<file path="src/rtl/ifid_pipe_reg.sv">
// IF/ID pipeline register: two-entry (main + skid) buffer with valid/ready handshake, flush and MIPS field pre-decode.
// Optional stall/flush performance counters are built only when IFID_PERF_EN is defined.
module ifid_pipe_reg #(
  parameter int          PC_W      = 32,
  parameter logic [31:0] NOP_INSTR = 32'h0,
  parameter int          CNT_W     = 16
) (
  input  logic             clk,
  input  logic             rst,
  input  logic             in_valid,
  output logic             in_ready,
  input  logic [31:0]      in_instr,
  input  logic [PC_W-1:0]  in_pc,
  input  logic [PC_W-1:0]  in_pc4,
  input  logic             flush,
  output logic             out_valid,
  input  logic             out_ready,
  output logic [31:0]      out_instr,
  output logic [PC_W-1:0]  out_pc,
  output logic [PC_W-1:0]  out_pc4,
  output logic [5:0]       out_opcode,
  output logic [4:0]       out_rs,
  output logic [4:0]       out_rt,
  output logic [4:0]       out_rd,
  output logic [4:0]       out_shamt,
  output logic [5:0]       out_funct,
  output logic [15:0]      out_imm,
  output logic [25:0]      out_target,
  output logic [CNT_W-1:0] stall_cnt,
  output logic [CNT_W-1:0] flush_cnt
);

  logic            m_valid;
  logic            s_valid;
  logic [31:0]     m_instr;
  logic [31:0]     s_instr;
  logic [PC_W-1:0] m_pc;
  logic [PC_W-1:0] m_pc4;
  logic [PC_W-1:0] s_pc;
  logic [PC_W-1:0] s_pc4;
  logic            acc;
  logic            drn;
  logic            load_m;

  // in_ready comes straight from a flop, so IF never sees a combinational path from ID's ready.
  assign in_ready  = ~s_valid;
  assign out_valid = m_valid;
  assign acc       = in_valid & in_ready;
  assign drn       = m_valid & out_ready;
  assign load_m    = drn | ~m_valid;

  always_ff @(posedge clk or posedge rst) begin
    if (rst) begin
      m_valid <= 1'b0;
      s_valid <= 1'b0;
    end else if (flush) begin
      m_valid <= 1'b0;
      s_valid <= 1'b0;
    end else if (load_m) begin
      if (s_valid) begin
        m_valid <= 1'b1;
        s_valid <= 1'b0;
      end else begin
        m_valid <= acc;
      end
    end else if (acc) begin
      s_valid <= 1'b1;
    end
  end

  // Main entry data holds its last value when nothing new is loaded; reset/flush park a NOP.
  always_ff @(posedge clk or posedge rst) begin
    if (rst) begin
      m_instr <= NOP_INSTR;
      m_pc    <= '0;
      m_pc4   <= '0;
    end else if (flush) begin
      m_instr <= NOP_INSTR;
      m_pc    <= '0;
      m_pc4   <= '0;
    end else if (load_m) begin
      if (s_valid) begin
        m_instr <= s_instr;
        m_pc    <= s_pc;
        m_pc4   <= s_pc4;
      end else if (acc) begin
        m_instr <= in_instr;
        m_pc    <= in_pc;
        m_pc4   <= in_pc4;
      end
    end
  end

  always_ff @(posedge clk or posedge rst) begin
    if (rst) begin
      s_instr <= '0;
      s_pc    <= '0;
      s_pc4   <= '0;
    end else if (!flush && !load_m && acc) begin
      s_instr <= in_instr;
      s_pc    <= in_pc;
      s_pc4   <= in_pc4;
    end
  end

  assign out_instr  = m_instr;
  assign out_pc     = m_pc;
  assign out_pc4    = m_pc4;
  assign out_opcode = m_instr[31:26];
  assign out_rs     = m_instr[25:21];
  assign out_rt     = m_instr[20:16];
  assign out_rd     = m_instr[15:11];
  assign out_shamt  = m_instr[10:6];
  assign out_funct  = m_instr[5:0];
  assign out_imm    = m_instr[15:0];
  assign out_target = m_instr[25:0];

`ifdef IFID_PERF_EN
  localparam logic [CNT_W-1:0] CNT_MAX = '1;

  logic [CNT_W-1:0] stall_q;
  logic [CNT_W-1:0] flush_q;

  // Both counters saturate rather than wrap so a long run never reports a small value.
  always_ff @(posedge clk or posedge rst) begin
    if (rst) begin
      stall_q <= '0;
      flush_q <= '0;
    end else begin
      if (m_valid && !out_ready && stall_q != CNT_MAX) begin
        stall_q <= stall_q + 1'b1;
      end
      if (flush && flush_q != CNT_MAX) begin
        flush_q <= flush_q + 1'b1;
      end
    end
  end

  assign stall_cnt = stall_q;
  assign flush_cnt = flush_q;
`else
  assign stall_cnt = '0;
  assign flush_cnt = '0;
`endif

endmodule
</file>
<file path="config.mk">
export PLATFORM = sky130hd
export DESIGN_NAME = ifid_pipe_reg
export DESIGN_NICKNAME = d
export VERILOG_FILES = /design/src/rtl/ifid_pipe_reg.sv
export SDC_FILE = /design/constraint.sdc
export NUM_CORES = 1
export LEC_CHECK = 0
export ABC_CLOCK_PERIOD_IN_PS = 8750
export BUFFER_PORTS_ARGS = -buffer_cell sky130_fd_sc_hd__buf_2
export CORE_ASPECT_RATIO = 0.5
export CORE_MARGIN = 1.5
export CORE_UTILIZATION = 55
export DETAILED_ROUTE_END_ITERATION = 12
export HOLD_SLACK_MARGIN = 0.08
export PLACE_DENSITY = 0.85
export RECOVER_POWER = 100
export SLEW_MARGIN = 20
export SYNTH_ARGS = -nofsm -noshare
export SYNTH_HDL_FRONTEND = slang
export SYNTH_SLANG_ARGS = --single-unit
</file>
<file path="constraint.sdc">
create_clock -name clk -period 8.75 [get_ports clk]
set_input_delay 0.875 -clock clk [delete_from_list [all_inputs] [get_ports clk]]
set_output_delay 0.875 -clock clk [all_outputs]
set_load 0.02 [all_outputs]
</file>
# Yosys cells after proc, flatten, opt, wreduce, memory -nomap -nowiden
# Cells that the tools add are included.
# classes
muxes,18
bitwise_logic,5
n_reduce_logical,8
# op_table
cell,count
$mux 32,12
$mux 1,6
$reduce_bool 3->1,2
$and 1x1->1,2
$logic_and 1x1->1,2
$logic_not 1->1,2
$not 1->1,2
$reduce_and 2->1,1
$reduce_bool 2->1,1
$or 1x1->1,1
# word_totals
reg_bits,194
in_bits,101
out_inout_bits,204
elab_cells,39

# Depth between registers and ports, before layout
# depth
word_depth,6
depth_mapped,6
depth_no_buf,3

# Worst setup path after synthesis
# No wires, ideal clock.
# synth_timing
kind,input to register
start,in flush
end,reg s_instr[10]
setup_time_ps,125
t_arrival_ps,2054
required_ps,8625
path_slack_ps,6571
path_stages,5
path_buffers,2
path_cell_list,or3b_1 > nand3b_4 > buf_6 > buf_6 > mux2_4
# synth_between
elab_chain_cells,3
# synth_rtl
element,line,text
from (decl),15,"input logic flush,"
$logic_not 1->1,99,end else if (!flush && !load_m && acc) begin
$logic_and 1x1->1 (2 in a row),99,
to (signal assigned),100,s_instr <= in_instr;
to (decl),36,logic [31:0] s_instr;
# Every way passes these cells.
# A chain may end at the register's enable or synchronous reset.

# Final worst setup path
# layout_timing
start,reg s_valid
end,reg s_pc[28]
# layout_between
elab_chain_cells,3
# layout_rtl
element,line,text
from (decl),34,logic s_valid;
from (signal assigned),55,s_valid <= 1'b0;
from (signal assigned),58,s_valid <= 1'b0;
from (signal assigned),62,s_valid <= 1'b0;
$not 1->1,46,assign in_ready = ~s_valid;
$and 1x1->1,48,assign acc = in_valid & in_ready;
$logic_and 1x1->1,99,
to (signal assigned),101,s_pc <= in_pc;
to (decl),39,logic [PC_W-1:0] s_pc;
# Every way passes these cells.

==> out/qor.yml <==
worst_setup_path:
  criticalPathCategory: "flip-flop to flip-flop"
  cp_max_fo: 68
  arrival_ns: 5.65
  endpoint_kind: "flip-flop"
  worstPathRequired_ns: 9.04
  setup.worst_path.start_class: "flip-flop"
synthesis:
  synthDistinctLibCells: 20
  synth_area_per_cell_um2: 14.0
  synth.area.mux_share: 0.244
  synth_top_area_frac: 0.541
  yosysMostFrequentCell: "dfrtp_1"
  ys_ff_latch: 194
  synthFlopType: "dfrtp_1"
  ys_top_cells_by_area: "dfrtp_1 54%, mux2i_1 11%, o2bb2ai_1 9.4%"
  synth_common_cells: "194 x dfrtp_1, 107 x buf_4, 96 x mux2i_1, 96 x o2bb2ai_1, 56 x mux2_2"
  netlist_area_mm2: 0.00897
  synth_top_area_cell: "dfrtp_1"
  synth-edff-count: 0
  synth_top_family_by_area: "multiplexers"
  synth_adder_area_share: 0
  syn_inst: 640
  ys_async_sr_fraction: 1.00
  synth_compound_area_frac: 0.0947
  synth_xor_area_frac: 0
  synth_simple_gate_area_frac: 0.00656
  ys_seq_area_frac: 0.541
  ys.warnings.count: 0
clocking:
  hold_buffers: 0
  clkLatencyLatePin_ns: 0.42
  clock_sinks: 194
  cts_resized: 0
  clk_path_buf_depth: 2
  post_cts_buffers: 0
  cts_root_buf: "clkbuf_16"
  cts_buffers: 17
  tritoncts: "done"
  htree_levels: 4
  clk_pin_slew_ns: 0.07
status:
  violations: "capacitance limit, slew limit"
  outcome: "finished, violations left"
global_route:
  grtUsageTotal: 0.217
  grt_pass1_vias: 5554
  overflow: 0
  grt_max_degree: 128
  antenna_found_initial: 0
  grt_pass1_wl_um: 29100
power_and_ir_drop:
  p_int_mw: 1.64
  p_per_area_mw_per_mm2: 231
  power.total_mw: 2.30
  peakVddDrop_mv: 0.159
  p_leak_nw: 4.31
  p_sw_frac: 0.287
  p_switching_mw: 0.660
  power_frac_comb: 0.160
  p_seq_frac: 0.499
  clkPwrFrac: 0.341
sta:
  setup_viol: 0
  finalSetupTns_ns: 0
  finClkSkew_ns: 0.0181
  max_freq_mhz: 187
  slew_viol_final: 267
  period_minus_slack_ns: 5.36
  worst_pin_slew_ns: 5.41
  rsz0062_at_grt: "no"
  finalCritPeriodShare: 0.612
  slew_headroom: -2.62
  hold_violations: 0
min_path:
  hold_path_class: "flip-flop to flip-flop"
place:
  port_buffers: 272
  post_dp_cell_area_mm2: 0.00978
  gp_congestion: 0.766
  hpwlAfterDp_um: 12000
drt:
  wl_per_cell_um: 17.9
  drt-vias-per-instance: 5.30
  dr.pass1.iters: 4
  drt_iter0_drc: 178
  drc: 0
  ant_nets: 0
  via_count: 5578
  drt-total-wl_um: 18900
final_layout:
  fill_cells: 1301
  antenna_cells: 0
  design_area_mm2: 0.00999
  layout-drive-gt1-share: 0.236
  layout.nets: 921
  syn_to_final_growth_pct: 11.3
floorplanning:
  std_cell_rows: 32
  core_area_mm2: 0.0157
  io_pins: 305
  initial_core_util: 0.573
  die_w_um: 184
  die_area_mm2: 0.0171
  fp.dieH_um: 93.3
job:
  maxCapViolCount: 4
[sequential cells by signal, indices dropped and copies added (netlist names)]
name,cells
out_instr,32
out_pc,32
out_pc4,32
out_valid,1
s_instr,32
s_pc,32
s_pc4,32
s_valid,1
[power groups by stage]
stage	combinational [mW]	sequential [mW]	clock, mW
floorplan	0.313	1.17	0
global placement	0.409	1.15	0
detailed placement	0.427	1.16	0
CTS	0.425	1.15	0.802
global route	0.398	1.17	0.830
finish	0.368	1.15	0.785
[final timing paths]
path / startpoint / end / depth (start not counted) / slack (ns)
setup / recovery: s_valid / s_pc[28] / 4 / 3.39
hold / removal: out_pc4[15] / out_pc4[15] / 1 / 0.49
setup reg to reg: s_valid / s_pc[28] / 4 / 3.39
hold reg to reg: out_pc4[15] / out_pc4[15] / 1 / 0.49
max in group asynchronous: rst / s_pc[17] / 3 / 4.09
min in group asynchronous: rst / s_pc[29] / 2 / 2.13
[final cells by class]
cell class | count | area (um^2) | share of cell area
clock buffer | 17 | 425 | 0.0426
clock inverter | 14 | 165 | 0.0165
inverter | 2 | 8.76 | 0.000877
multi-input combinational | 328 | 3070 | 0.308
sequential | 194 | 4850 | 0.486
tap | 221 | 277 | 0.0277
timing repair buffer | 277 | 1180 | 0.119
[cell families (layout without fill, tap and decap cells)]
family / after synthesis / count (layout)
other: 1 / 32
buffers and inverters: 149 / 310
flip-flops: 194 / 194
multiplexers: 192 / 192
AO/OA/AOI/OAI: 97 / 97
AND/OR/NAND/NOR: 7 / 7
[critical path, stage by stage, from the launching register on]
cell	delay (ns)
dfrtp_1	1.78
inv_1	0.23
nand3b_1	1.21
clkbuf_2	1.52
mux2_2	0.45
[stage by stage]
stage	hold WS (ns)	cells	util	setup slack, ns
after floorplan	0.479	671	-	2.59
after global placement	0.468	1022	0.625	5.62
after detailed placement	0.468	1022	0.625	5.59
after CTS	0.490	1053	0.662	5.69
after global routing	0.504	1053	0.638	3.03
final	0.490	1053	0.638	3.39
[layout by cell type (no fill, tap or decap), drive strengths merged]
cell type and n:
a21oi 1, buf 103, bufinv 2, clkbuf 191, clkinv 4, clkinvlp 2
conb 32, dfrtp 194, inv 8, mux2 96, mux2i 96, nand2 1
nand2b 1, nand3b 2, nor2b 1, o2bb2ai 96, or2 1, or3b 1
[metal layers]
| metal | GRT usage | up-vias | routed length [um] |
|---|---|---|---|
| met5 | 0 | - | 0 |
| met4 | 0.0676 | 0 | 365 |
| met3 | 0.0452 | 26 | 727 |
| met2 | 0.376 | 167 | 9490 |
| met1 | 0.276 | 2861 | 8310 |
| li1 | - | 2524 | - |
Note: power is estimated with default switching activity, not from simulation.
